===== config.mk =====
export PLATFORM = sky130hd
export DESIGN_NAME = rst_seq_gen
export DESIGN_NICKNAME = d
export VERILOG_FILES = /design/src/rtl/rst_seq_gen_pkg.sv /design/src/rtl/rst_seq_gen_tick_gen.sv /design/src/rtl/rst_seq_gen.sv
export SDC_FILE = /design/constraint.sdc
export NUM_CORES = 1
export LEC_CHECK = 0
export ABC_CLOCK_PERIOD_IN_PS = 5500
export CORE_ASPECT_RATIO = 0.5
export CORE_MARGIN = 3
export CORE_UTILIZATION = 58
export DETAILED_ROUTE_END_ITERATION = 8
export GPL_TIMING_DRIVEN = 0
export PLACE_DENSITY = 0.86
export SLEW_MARGIN = 25
export SYNTH_ARGS = -nofsm -noshare
export SYNTH_HDL_FRONTEND = slang
export SYNTH_SLANG_ARGS = --single-unit
export TNS_END_PERCENT = 100

===== constraint.sdc =====
create_clock -name clk_100 -period 5.5 [get_ports clk_100]
set_input_delay 1.1 -clock clk_100 [delete_from_list [all_inputs] [get_ports clk_100]]
set_output_delay 1.1 -clock clk_100 [all_outputs]
set_load 0.005 [all_outputs]

===== src/rtl/rst_seq_gen_pkg.sv =====
// Shared types and constants for the reset sequencer.
//   rst_seq_state_t : sequencer FSM state encoding
//   rst_tick_cnt_t  : per-channel tick counter, wide enough for the largest STEP_W
//   NUM_RST_CH      : default number of sequenced reset channels
//   RST_TICK_HZ     : default sequencing tick rate in Hz
package top_pkg;

    localparam int unsigned NUM_RST_CH  = 4;
    localparam int unsigned RST_TICK_HZ = 1_000;

    // Widest STEP_W the sequencer supports; narrower builds saturate below this.
    localparam int unsigned RST_CNT_W = 16;

    typedef logic [RST_CNT_W-1:0] rst_tick_cnt_t;

    typedef enum logic [1:0] {
        StIdle,
        StSeqUp,
        StRun,
        StSeqDn
    } rst_seq_state_t;

    // Increment that holds at lim instead of wrapping.
    function automatic rst_tick_cnt_t sat_inc(rst_tick_cnt_t v, rst_tick_cnt_t lim);
        rst_tick_cnt_t r;
        r = (v >= lim) ? v : v + 1'b1;
        return r;
    endfunction

endpackage


===== src/rtl/rst_seq_gen_tick_gen.sv =====
// Prescaler producing a one-cycle strobe every CLK_HZ/TICK_HZ clocks.
// Ports:
//   clk_100  : clock
//   areset_n : asynchronous active-low reset
//   tick     : high for one cycle when the count reaches DIV-1
module tick_gen #(
    parameter int unsigned CLK_HZ  = 100_000_000,
    parameter int unsigned TICK_HZ = 1_000
) (
    input  logic clk_100,
    input  logic areset_n,
    output logic tick
);

    localparam int unsigned DIV   = CLK_HZ / TICK_HZ;
    localparam int unsigned CNT_W = (DIV < 2) ? 1 : $clog2(DIV);

    if (DIV < 2) begin : g_div_check
        $error("tick_gen: CLK_HZ/TICK_HZ must be at least 2");
    end

    localparam logic [CNT_W-1:0] CNT_LAST = CNT_W'(DIV - 1);

    logic [CNT_W-1:0] count_q;
    logic [CNT_W-1:0] count_d;

    always_comb begin
        count_d = (count_q == CNT_LAST) ? '0 : count_q + 1'b1;
    end

    always_ff @(posedge clk_100 or negedge areset_n) begin
        if (!areset_n) begin
            count_q <= '0;
        end else begin
            count_q <= count_d;
        end
    end

    // Decoded from the count so reset forces it low immediately.
    assign tick = (count_q == CNT_LAST);

endmodule


===== src/rtl/rst_seq_gen.sv =====
// Reset sequencer: releases NUM_CH active-low resets in ascending order, each
// channel waiting its own ch_delay (in ticks) after the previous one.
// Optional feature macro: RST_SEQ_PWRDN_EN -- when defined, stop re-asserts the
// released channels in descending order with the same per-channel delays;
// otherwise stop drops every channel at once.
// Ports:
//   clk_100  : clock
//   areset_n : asynchronous active-low reset
//   start    : one-cycle request to run the up-sequence (IDLE only)
//   stop     : one-cycle request to run the down-sequence (wins over start)
//   ch_delay : per-channel delay in ticks, quasi-static
//   tick     : prescaler strobe at TICK_HZ
//   ch_rst_n : per-channel active-low resets, thermometer coded
//   busy     : up- or down-sequence in progress
//   done     : all channels released
module rst_seq_gen
    import top_pkg::*;
#(
    parameter int unsigned CLK_HZ     = 100_000_000,
    parameter int unsigned TICK_HZ    = RST_TICK_HZ,
    parameter int unsigned NUM_CH     = NUM_RST_CH,
    parameter int unsigned STEP_W     = 8,
    parameter int unsigned AUTO_START = 1
) (
    input  logic                           clk_100,
    input  logic                           areset_n,
    input  logic                           start,
    input  logic                           stop,
    input  logic [NUM_CH-1:0][STEP_W-1:0]  ch_delay,
    output logic                           tick,
    output logic [NUM_CH-1:0]              ch_rst_n,
    output logic                           busy,
    output logic                           done
);

    if (NUM_CH < 1 || NUM_CH > 16) begin : g_ch_check
        $error("rst_seq_gen: NUM_CH must be 1..16");
    end
    if (STEP_W < 1 || STEP_W > RST_CNT_W) begin : g_step_check
        $error("rst_seq_gen: STEP_W out of range");
    end

    // idx must be able to hold NUM_CH: "all channels released".
    localparam int unsigned IDX_W = $clog2(NUM_CH + 1);
    localparam logic [IDX_W-1:0] IDX_ALL = IDX_W'(NUM_CH);
    localparam rst_tick_cnt_t CNT_MAX = rst_tick_cnt_t'((32'd1 << STEP_W) - 32'd1);

    rst_seq_state_t      state_q, state_d;
    logic [IDX_W-1:0]    idx_q, idx_d;
    rst_tick_cnt_t       cnt_q, cnt_d;
    logic [NUM_CH-1:0]   ch_rst_n_q, ch_rst_n_d;
    logic                auto_pend_q;
    rst_tick_cnt_t       cur_delay;
    logic                hit;

    tick_gen #(
        .CLK_HZ  (CLK_HZ),
        .TICK_HZ (TICK_HZ)
    ) u_tick_gen (
        .clk_100  (clk_100),
        .areset_n (areset_n),
        .tick     (tick)
    );

    // Live delay of the channel currently pending.
    always_comb begin
        cur_delay = '0;
        for (int k = 0; k < NUM_CH; k++) begin
            if (idx_q == IDX_W'(k)) begin
                cur_delay = rst_tick_cnt_t'(ch_delay[k]);
            end
        end
    end

    assign hit = (cnt_q == cur_delay);

    // State register
    always_ff @(posedge clk_100 or negedge areset_n) begin
        if (!areset_n) begin
            state_q     <= StIdle;
            idx_q       <= '0;
            cnt_q       <= '0;
            ch_rst_n_q  <= '0;
            auto_pend_q <= (AUTO_START != 0);
        end else begin
            state_q     <= state_d;
            idx_q       <= idx_d;
            cnt_q       <= cnt_d;
            ch_rst_n_q  <= ch_rst_n_d;
            auto_pend_q <= 1'b0;
        end
    end

    // Next-state logic
    always_comb begin
        state_d    = state_q;
        idx_d      = idx_q;
        cnt_d      = cnt_q;
        ch_rst_n_d = ch_rst_n_q;

        unique case (state_q)
            StIdle: begin
                idx_d = '0;
                cnt_d = '0;
                if (!stop && (start || auto_pend_q)) begin
                    state_d = StSeqUp;
                end
            end

            StSeqUp, StRun: begin
                if (stop) begin
                    state_d = StSeqDn;
                    cnt_d   = '0;
`ifdef RST_SEQ_PWRDN_EN
                    // Highest released channel is one below the release pointer.
                    idx_d = (idx_q == '0) ? '0 : idx_q - 1'b1;
`else
                    idx_d      = '0;
                    ch_rst_n_d = '0;
`endif
                end else if (state_q == StSeqUp) begin
                    if (idx_q == IDX_ALL) begin
                        state_d = StRun;
                    end else if (hit) begin
                        for (int k = 0; k < NUM_CH; k++) begin
                            if (idx_q == IDX_W'(k)) begin
                                ch_rst_n_d[k] = 1'b1;
                            end
                        end
                        idx_d = idx_q + 1'b1;
                        cnt_d = '0;
                    end else if (tick) begin
                        cnt_d = sat_inc(cnt_q, CNT_MAX);
                    end
                end
            end

            StSeqDn: begin
`ifdef RST_SEQ_PWRDN_EN
                if (!ch_rst_n_q[0]) begin
                    // Aborted before any channel was released.
                    state_d = StIdle;
                    idx_d   = '0;
                    cnt_d   = '0;
                end else if (hit) begin
                    for (int k = 0; k < NUM_CH; k++) begin
                        if (idx_q == IDX_W'(k)) begin
                            ch_rst_n_d[k] = 1'b0;
                        end
                    end
                    cnt_d = '0;
                    if (idx_q == '0) begin
                        state_d = StIdle;
                    end else begin
                        idx_d = idx_q - 1'b1;
                    end
                end else if (tick) begin
                    cnt_d = sat_inc(cnt_q, CNT_MAX);
                end
`else
                state_d = StIdle;
                idx_d   = '0;
                cnt_d   = '0;
`endif
            end

            default: begin
                state_d = StIdle;
            end
        endcase
    end

    // Outputs
    always_comb begin
        busy     = (state_q == StSeqUp) || (state_q == StSeqDn);
        done     = (state_q == StRun);
        ch_rst_n = ch_rst_n_q;
    end

endmodule


==> results of run 1 <==
## cells by family after synthesis
| family | count (synthesis) | share of synthesized area [%] |
|---|---|---|
| buffers and inverters | 26 | 5.004 |
| DFF | 43 | 40.65 |
| and+or+nand+nor | 120 | 23.80 |
| xor gates and xnor gates | 18 | 5.949 |
| muxes | 5 | 1.983 |
| adders and majority gates | 11 | 5.194 |
| AOI/OAI and AO/OA | 66 | 17.28 |
| other | 1 | 0.1415 |
## power breakdown
| part | internal, uW | switching, uW | total [uW] |
|---|---|---|---|
| registers | 324 | 6.78 | 331 |
| logic | 86.8 | 107 | 194 |
| clock network | 147 | 103 | 249 |
## worst min path at each step
stage	cells past startpoint	from	slack (ns)	endpoint
floorplan	1	u_tick_gen.count_q[4]$_DFF_PN0_	0.44	u_tick_gen.count_q[4]$_DFF_PN0_
global route	1	u_tick_gen.count_q[11]$_DFF_PN0_	0.51	u_tick_gen.count_q[11]$_DFF_PN0_
finish	1	u_tick_gen.count_q[11]$_DFF_PN0_	0.49	u_tick_gen.count_q[11]$_DFF_PN0_
global placement	1	u_tick_gen.count_q[4]$_DFF_PN0_	0.45	u_tick_gen.count_q[4]$_DFF_PN0_
CTS	1	u_tick_gen.count_q[11]$_DFF_PN0_	0.49	u_tick_gen.count_q[11]$_DFF_PN0_
detailed placement	1	cnt_q[9]$_DFFE_PN0P_	0.47	cnt_q[9]$_DFFE_PN0P_
## synth_stat cells (2+ instances only)
cell       n
xnor2_1    7
dfrtp_1   42
nor2_1    23
nand3_1   11
a21oi_1   11
nand2_1   29
inv_1     15
o211ai_1   2
xor2_1    11
mux2_2     2
o21bai_1   2
nand4b_1   2
nor3_1     6
nor3b_1    2
o21ai_0   14
buf_2      4
o21ai_1    4
a21o_1     3
clkbuf_1   3
or3_1      7
a211oi_1   5
a31oi_1    5
nor2b_1   10
nor4_1     4
buf_6      4
or2_2      2
and2_1     7
nand4_1    4
nand2b_1   4
a211o_1    3
o21a_1     2
ha_1      11
mux2i_1    3
nand3b_1   2
nor4b_1    2
## final cells by class
class / instances / area (sq um) / share of cell area, %
Tap cell: 54 / 67.56 / 2.061
Sequential cell: 43 / 1077 / 32.86
Timing Repair Buffer: 43 / 442.9 / 13.51
Inverter: 15 / 56.30 / 1.718
Clock inverter: 2 / 35.03 / 1.069
Clock buffer: 6 / 82.58 / 2.519
Multi-Input combinational cell: 221 / 1440 / 43.93
Buffer: 11 / 76.32 / 2.328
## state kept, by name (all words and copies together), names as in the netlist
register,count
idx_q,3
ch_rst_n,4
state_q,2
cnt_q,16
u_tick_gen.count_q,17
auto_pend_q,1
## through the flow
step           total power [uW]  setup WS, ns
6_report                  774.2         1.991
5_1_grt                   817.7         1.762
4_1_cts                   779.3         1.982
3_5_place_dp              528.2         1.737
3_3_place_gp              519.3         1.804
2_1_floorplan             449.9         2.490
## routing by layer
layer | wire [microns] | up-vias | part of all wire [%] | GRT usage (%)
met5 | 0 | - | 0 | 0
met4 | 91 | 0 | 1.5 | 9.934
met3 | 520 | 13 | 8.3 | 4.657
met2 | 2823 | 83 | 45 | 41.13
met1 | 2815 | 1097 | 45 | 31.78
li1 | - | 1121 | - | -
## worst max-delay path, stage by stage
cell and delay (ns):
clkdlybuf4s50_1 0.45, xor2_1 0.16, a2111oi_1 0.36, mux2i_1 0.15
nor4_2 0.31, o2111ai_2 0.30, nor3_4 0.36, nor2_2 0.13
buf_6 0.16, a22o_1 0.22
==> key figures, run 1 <==
Outcome
  – Outcome: finished, final reports clean

Yosys
  – EDFF count, synth: 0
  – Post-synthesis sequential area ratio: 40.65%
  – Largest cells by area after synthesis: dfrtp_1 (40%), ha_1 (5.2%), nand2_1 (4.1%), xor2_1 (3.6%), nor2_1 (3.3%)
  – Area leader, netlist: dfrtp_1
  – Mapped cell area: 2650 sq um
  – Synth Area per Inst: 9.138 sq um
  – Post-Syn Nets: 337
  – Post-synth cell types: 57
  – Post-synthesis register bit count: 43
  – Proportion of netlist area held by the largest area contributor: 39.66%
  – Synth Flop Type: dfrtp_1
  – Yosys warning count: 0
  – Fraction of registers with async set or reset after synthesis: 100.0%
  – Mapped Cells: 290

STA
  – Slew @ Worst Pin: 0.5528 ns
  – Min Tclk post-route: 3.509 ns
  – Clk_skew: 0.003654 ns
  – Peak Freq: 0.2850 GHz
  – Unrepaired setup endpoints after global routing: false
  – Slew Limit Fails: 0
  – Setup tns final: 0 ns
  – Setup violators final: 0
  – Rel. slew slack: 62.76%
  – Fin crit share: 63.80%
  – Hold Fails Final Rpt: 0
  – WHS: 0.4915 ns

Worst setup path
  – Crit path to: cnt_q[1]$_DFFE_PN0P_
  – RR Endpoint: cnt_q[1]$_DFFE_PN0P_
  – CP Launch Point: ch_delay[30]
  – CP Capture Type: register
  – Path type of the worst setup path: input pin to register
  – Reg2Reg Depth: 12
  – Worst EP required: 5.68 ns
  – Critical Path Start Type: input pin
  – R2R setup slack: 2.34 ns
  – Critical Path AT: 3.69 ns
  – Crit-path max FO: 10
  – Worst r2r src: idx_q[0]$_DFFE_PN0P_

Drt
  – Iter 0 DRT Violations: 139
  – Via count: 2,314
  – First-pass DRT Iterations: 4
  – DR DRC count: 0
  – Routed wire length: 6.250 mm
  – WL/cell: 15.82 microns
  – Post-DRT Antenna Nets: 0
  – Vias per inst: 5.858

Place
  – Area after DPL: 3161 sq um
  – Post-Place Cells: 387
  – Dpl hpwl: 4.646 mm
  – Buffers on Ports: 42
  – GPL Wtd Cong: 0.8742

Floorplan
  – Die height: 53.80 microns
  – Core ar.: 4144 sq um
  – Die span in x: 101.6 microns
  – Cell row count: 16
  – Die area: 5465 sq um
  – Initial core utilization: 63.95%
  – IO Pins: 43

Global routing
  – Initial antenna violation count: 0
  – All-Layer GR Usage: 24.43%
  – Grt total ovfl: 0
  – Largest net degree at the start of global routing: 26
  – Vias in the first global route: 2,230
  – First-pass GRT wire length: 10.23 mm

Clock network
  – Number of gates resized after CTS: 0
  – Latest clock arrival within the worst-skew pair: 0.29 ns
  – CTS buffer count: 5
  – CTS clk-pin slew, worst paths: 0.08 ns
  – TritonCTS clock tree: built
  – Hold_buf cts: 0
  – Clock Tree Buf Depth: 2
  – H-Tree Depth: 2
  – CTS Root Cell: clkbuf_8
  – TritonCTS Sinks: 43
  – Post-CTS Setup Inserts: 0

Power
  – Pleak: 0.001469 uW
  – Worst IR Drop VDD: 0.1914 mV
  – PD cells: 236.2 nW/um^2

Min path
  – Worst Hold Class: register to register

Cells and area
  – Non-filler instance count after layout: 395
  – Most frequent cells in the layout: dfrtp_1 (42), clkdlybuf4s50_1 (41), nand2_1 (29), nor2_1 (23), inv_1 (15)
  – Layout Cell Area excl Fill: 3278 sq um
  – Final core occ: 79.11%
  – # fillers: 301
  – Share of cells above drive strength 1: 9.091%
  – Nets@finish: 387
  – Antenna cells: 0
  – Area grow syn2layout: 23.70%
  – Commonest non-fill, non-tap cell in the layout: dfrtp_1

Job
  – Number of max-cap violations: 0
No activity file was read; power rests on OpenSTA's default activity.
==> run 2, diff against run 1 <==
--- a/config.mk
+++ b/config.mk
@@ -5,13 +5,13 @@
 export SDC_FILE = /design/constraint.sdc
 export NUM_CORES = 1
 export LEC_CHECK = 0
-export ABC_CLOCK_PERIOD_IN_PS = 5500
+export ABC_CLOCK_PERIOD_IN_PS = 3400
 export CORE_ASPECT_RATIO = 0.5
 export CORE_MARGIN = 3
-export CORE_UTILIZATION = 58
+export CORE_UTILIZATION = 54
 export DETAILED_ROUTE_END_ITERATION = 8
 export GPL_TIMING_DRIVEN = 0
-export PLACE_DENSITY = 0.86
+export PLACE_DENSITY = 0.81
 export SLEW_MARGIN = 25
 export SYNTH_ARGS = -nofsm -noshare
 export SYNTH_HDL_FRONTEND = slang
==> constraint.sdc (replaced) <==
create_clock -name clk_100 -period 3.4 [get_ports clk_100]
set_input_delay 0.68 -clock clk_100 [delete_from_list [all_inputs] [get_ports clk_100]]
set_output_delay 0.68 -clock clk_100 [all_outputs]
set_load 0.005 [all_outputs]
==> run 2 against run 1 <==
Net effect:
- worst setup slack got worse by 1.7 ns
- register-to-register slack got worse by 2.1 ns
- via count shrank 3.6%
- sequential cell count stayed put
- power rose by 61%
- utilization fell by 7.0 points
- routed wire length decreased by 5.2%
- combinational power up 60%
- first-iteration DRC count fell by 35%
- clock skew up 0.0032 ns
- die area up 6.8%
- critical endpoint is now cnt_q[7]$_DFFE_PN0P_
==> key figures, run 2 (synthesized netlist as in run 1, its figures left out) <==
Outcome
  – Outcome: finished, final reports clean (unchanged)

Cells and area
  – Largest register FFs: 17 (unchanged)
  – Most frequent cells in the layout: dfrtp_1 (42), clkdlybuf4s50_1 (41), nand2_1 (29), nor2_1 (23), inv_1 (15) (unchanged)
  – Share of cells above drive strength 1: 9.091% (unchanged)
  – Commonest non-fill, non-tap cell in the layout: dfrtp_1 (unchanged)
  – Area grow syn2layout: 23.89% (was 23.70%)
  – # fillers: 363 (was 301)
  – Antenna cells: 0 (unchanged)
  – Top reg by flops: u_tick_gen.count_q (unchanged)
  – FF+latch area: 1077 sq um (unchanged)
  – Final core occ: 72.13% (was 79.11%)
  – Nets@finish: 387 (unchanged)
  – Multi-input gate area: 1440 sq um (unchanged)

Place
  – GPL Wtd Cong: 0.8886 (was 0.8742)
  – Buffers on Ports: 42 (unchanged)
  – Dpl hpwl: 4.507 mm (was 4.646 mm)

Worst setup path
  – CP Capture Type: register (unchanged)
  – Path type of the worst setup path: register to register (was input pin to register)
  – Critical Path AT: 3.33 ns (was 3.69 ns)
  – Worst EP required: 3.58 ns (was 5.68 ns)
  – Critical Path Start Type: register (was input pin)
  – Crit-path max FO: 9 (was 10)

Clock network
  – Clock Tree Buf Depth: 2 (unchanged)
  – Number of gates resized after CTS: 0 (unchanged)
  – TritonCTS Sinks: 43 (unchanged)
  – Latest clock arrival within the worst-skew pair: 0.30 ns (was 0.29 ns)
  – Post-CTS Setup Inserts: 0 (unchanged)
  – Hold_buf cts: 0 (unchanged)
  – CTS clk-pin slew, worst paths: 0.08 ns (about the same)
  – H-Tree Depth: 2 (unchanged)
  – TritonCTS clock tree: built (unchanged)
  – CTS Root Cell: clkbuf_8 (unchanged)
  – CTS buffer count: 5 (unchanged)

Min path
  – Worst Hold Class: input pin to asynchronous set/reset pin (was register to register)

Floorplan
  – Die span in x: 105.1 microns (was 101.6 microns)
  – Die height: 55.54 microns (was 53.80 microns)
  – IO Pins: 43 (unchanged)
  – Die area: 5835 sq um (was 5465 sq um)
  – Initial core utilization: 58.22% (was 63.95%)
  – Core ar.: 4552 sq um (was 4144 sq um)
  – Cell row count: 17 (was 16)

STA
  – Peak Freq: 0.3171 GHz
  – Rel. slew slack: 63.64% (was 62.76%)
  – Setup tns final: 0 ns (unchanged)
  – Clk_skew: 0.006828 ns (was 0.003654 ns)
  – Setup violators final: 0 (unchanged)
  – Hold Fails Final Rpt: 0 (unchanged)
  – Unrepaired setup endpoints after global routing: false (unchanged)
  – Min Tclk post-route: 3.153 ns
  – Fin crit share: 92.74%
  – Slew Limit Fails: 0 (unchanged)
  – Slew @ Worst Pin: 0.5396 ns (was 0.5528 ns)

Drt
  – Via count: 2,230 (was 2,314)
  – Top Metal Used: met4 (unchanged)
  – Met3 WL: 319 microns (was 520 microns)
  – Routed wire length: 5.923 mm (was 6.250 mm)
  – Metal2 WL: 2.671 mm (was 2.823 mm)
  – Iter 0 DRT Violations: 91 (was 139)
  – DR DRC count: 0 (unchanged)
  – First-pass DRT Iterations: 5 (was 4)
  – WL/cell: 14.55 microns (was 15.82 microns)
  – WL met1: 2.872 mm (was 2.815 mm)
  – Vias per inst: 5.479 (was 5.858)
  – Post-DRT Antenna Nets: 0 (unchanged)

Global routing
  – All-Layer GR Usage: 21.81% (was 24.43%)
  – First-pass GRT wire length: 10.43 mm (was 10.23 mm)
  – Initial antenna violation count: 0 (unchanged)
  – Largest net degree at the start of global routing: 33 (was 26)
  – Vias in the first global route: 2,220 (was 2,230)
  – Grt total ovfl: 0 (unchanged)

Power
  – Worst IR Drop VDD: 0.2990 mV (was 0.1914 mV)
  – Pleak: 0.001459 uW (was 0.001469 uW)
  – PD cells: 380.2 nW/um^2 (was 236.2 nW/um^2)

Job
  – Number of max-cap violations: 0 (unchanged)
[run 2: cell types whose count changed in the layout (fill, tap and decap cells not counted), sizes merged]
cell,before,now
clkbuf,9,8
clkinv,1,0
clkinvlp,0,1
inv,15,16
[run 2: per-layer routing]
layer,track usage (%),up-vias
met1,30.44,1037
met5,0,-
li1,-,1121
met4,5.234,0
met3,4.784,8
met2,34.91,64
[run 2: worst paths after layout]
kind / startpoint / to / slack (ns) / cells after the start
worst min-delay path: areset_n / cnt_q[2]$_DFFE_PN0P_ / 0.25 / 1
max in group asynchronous: areset_n / auto_pend_q$_DFF_PN1_ / 2.62 / 2
min in group clk_100: u_tick_gen.count_q[4]$_DFF_PN0_ / u_tick_gen.count_q[4]$_DFF_PN0_ / 0.47 / 1
worst max-delay path: idx_q[0]$_DFFE_PN0P_ / cnt_q[7]$_DFFE_PN0P_ / 0.25 / 11
worst max register to register: idx_q[0]$_DFFE_PN0P_ / cnt_q[7]$_DFFE_PN0P_ / 0.25 / 11
worst min register to register: u_tick_gen.count_q[4]$_DFF_PN0_ / u_tick_gen.count_q[4]$_DFF_PN0_ / 0.47 / 1
[run 2: worst max-delay path, stage by stage (launching register included)]
cell and delay, ns:
dfrtp_1 0.43, ha_1 0.22, ha_1 0.27, or2_1 0.25
buf_6 0.14, o21bai_1 0.15, nand4b_1 0.12, nor4_2 0.31
o2111ai_2 0.27, nor3_4 0.37, nor2_2 0.13, a221o_1 0.37
[run 2: power breakdown]
group          switching (uW)  internal [uW]
registers                11.0            525
logic                     170            140
clock network             182            221
total                     363            885
[run 2: final cells by class]
class,count,share of cell area [%]
Clock buffer,5,2.096
Inverter,15,1.715
Multi-Input combinational cell,221,43.86
Clock inverter,3,1.410
Buffer,11,2.325
Tap cell,66,2.515
Timing Repair Buffer,43,13.26
Sequential cell,43,32.81
[run 2: metrics by stage]
step	setup WS [ns]	area (sq um)	hold WS [ns]	power (uW)	cells
after global routing	0.009619	3283	0.2665	1313	407
final	0.2467	3283	0.2545	1248	407
after global placement	0.1208	3153	0.4557	840.9	398
after floorplan	0.6443	2650	0.3844	727.7	290
after detailed placement	0.09933	3168	0.4615	856.5	399
after CTS	0.2126	3283	0.2594	1260	407
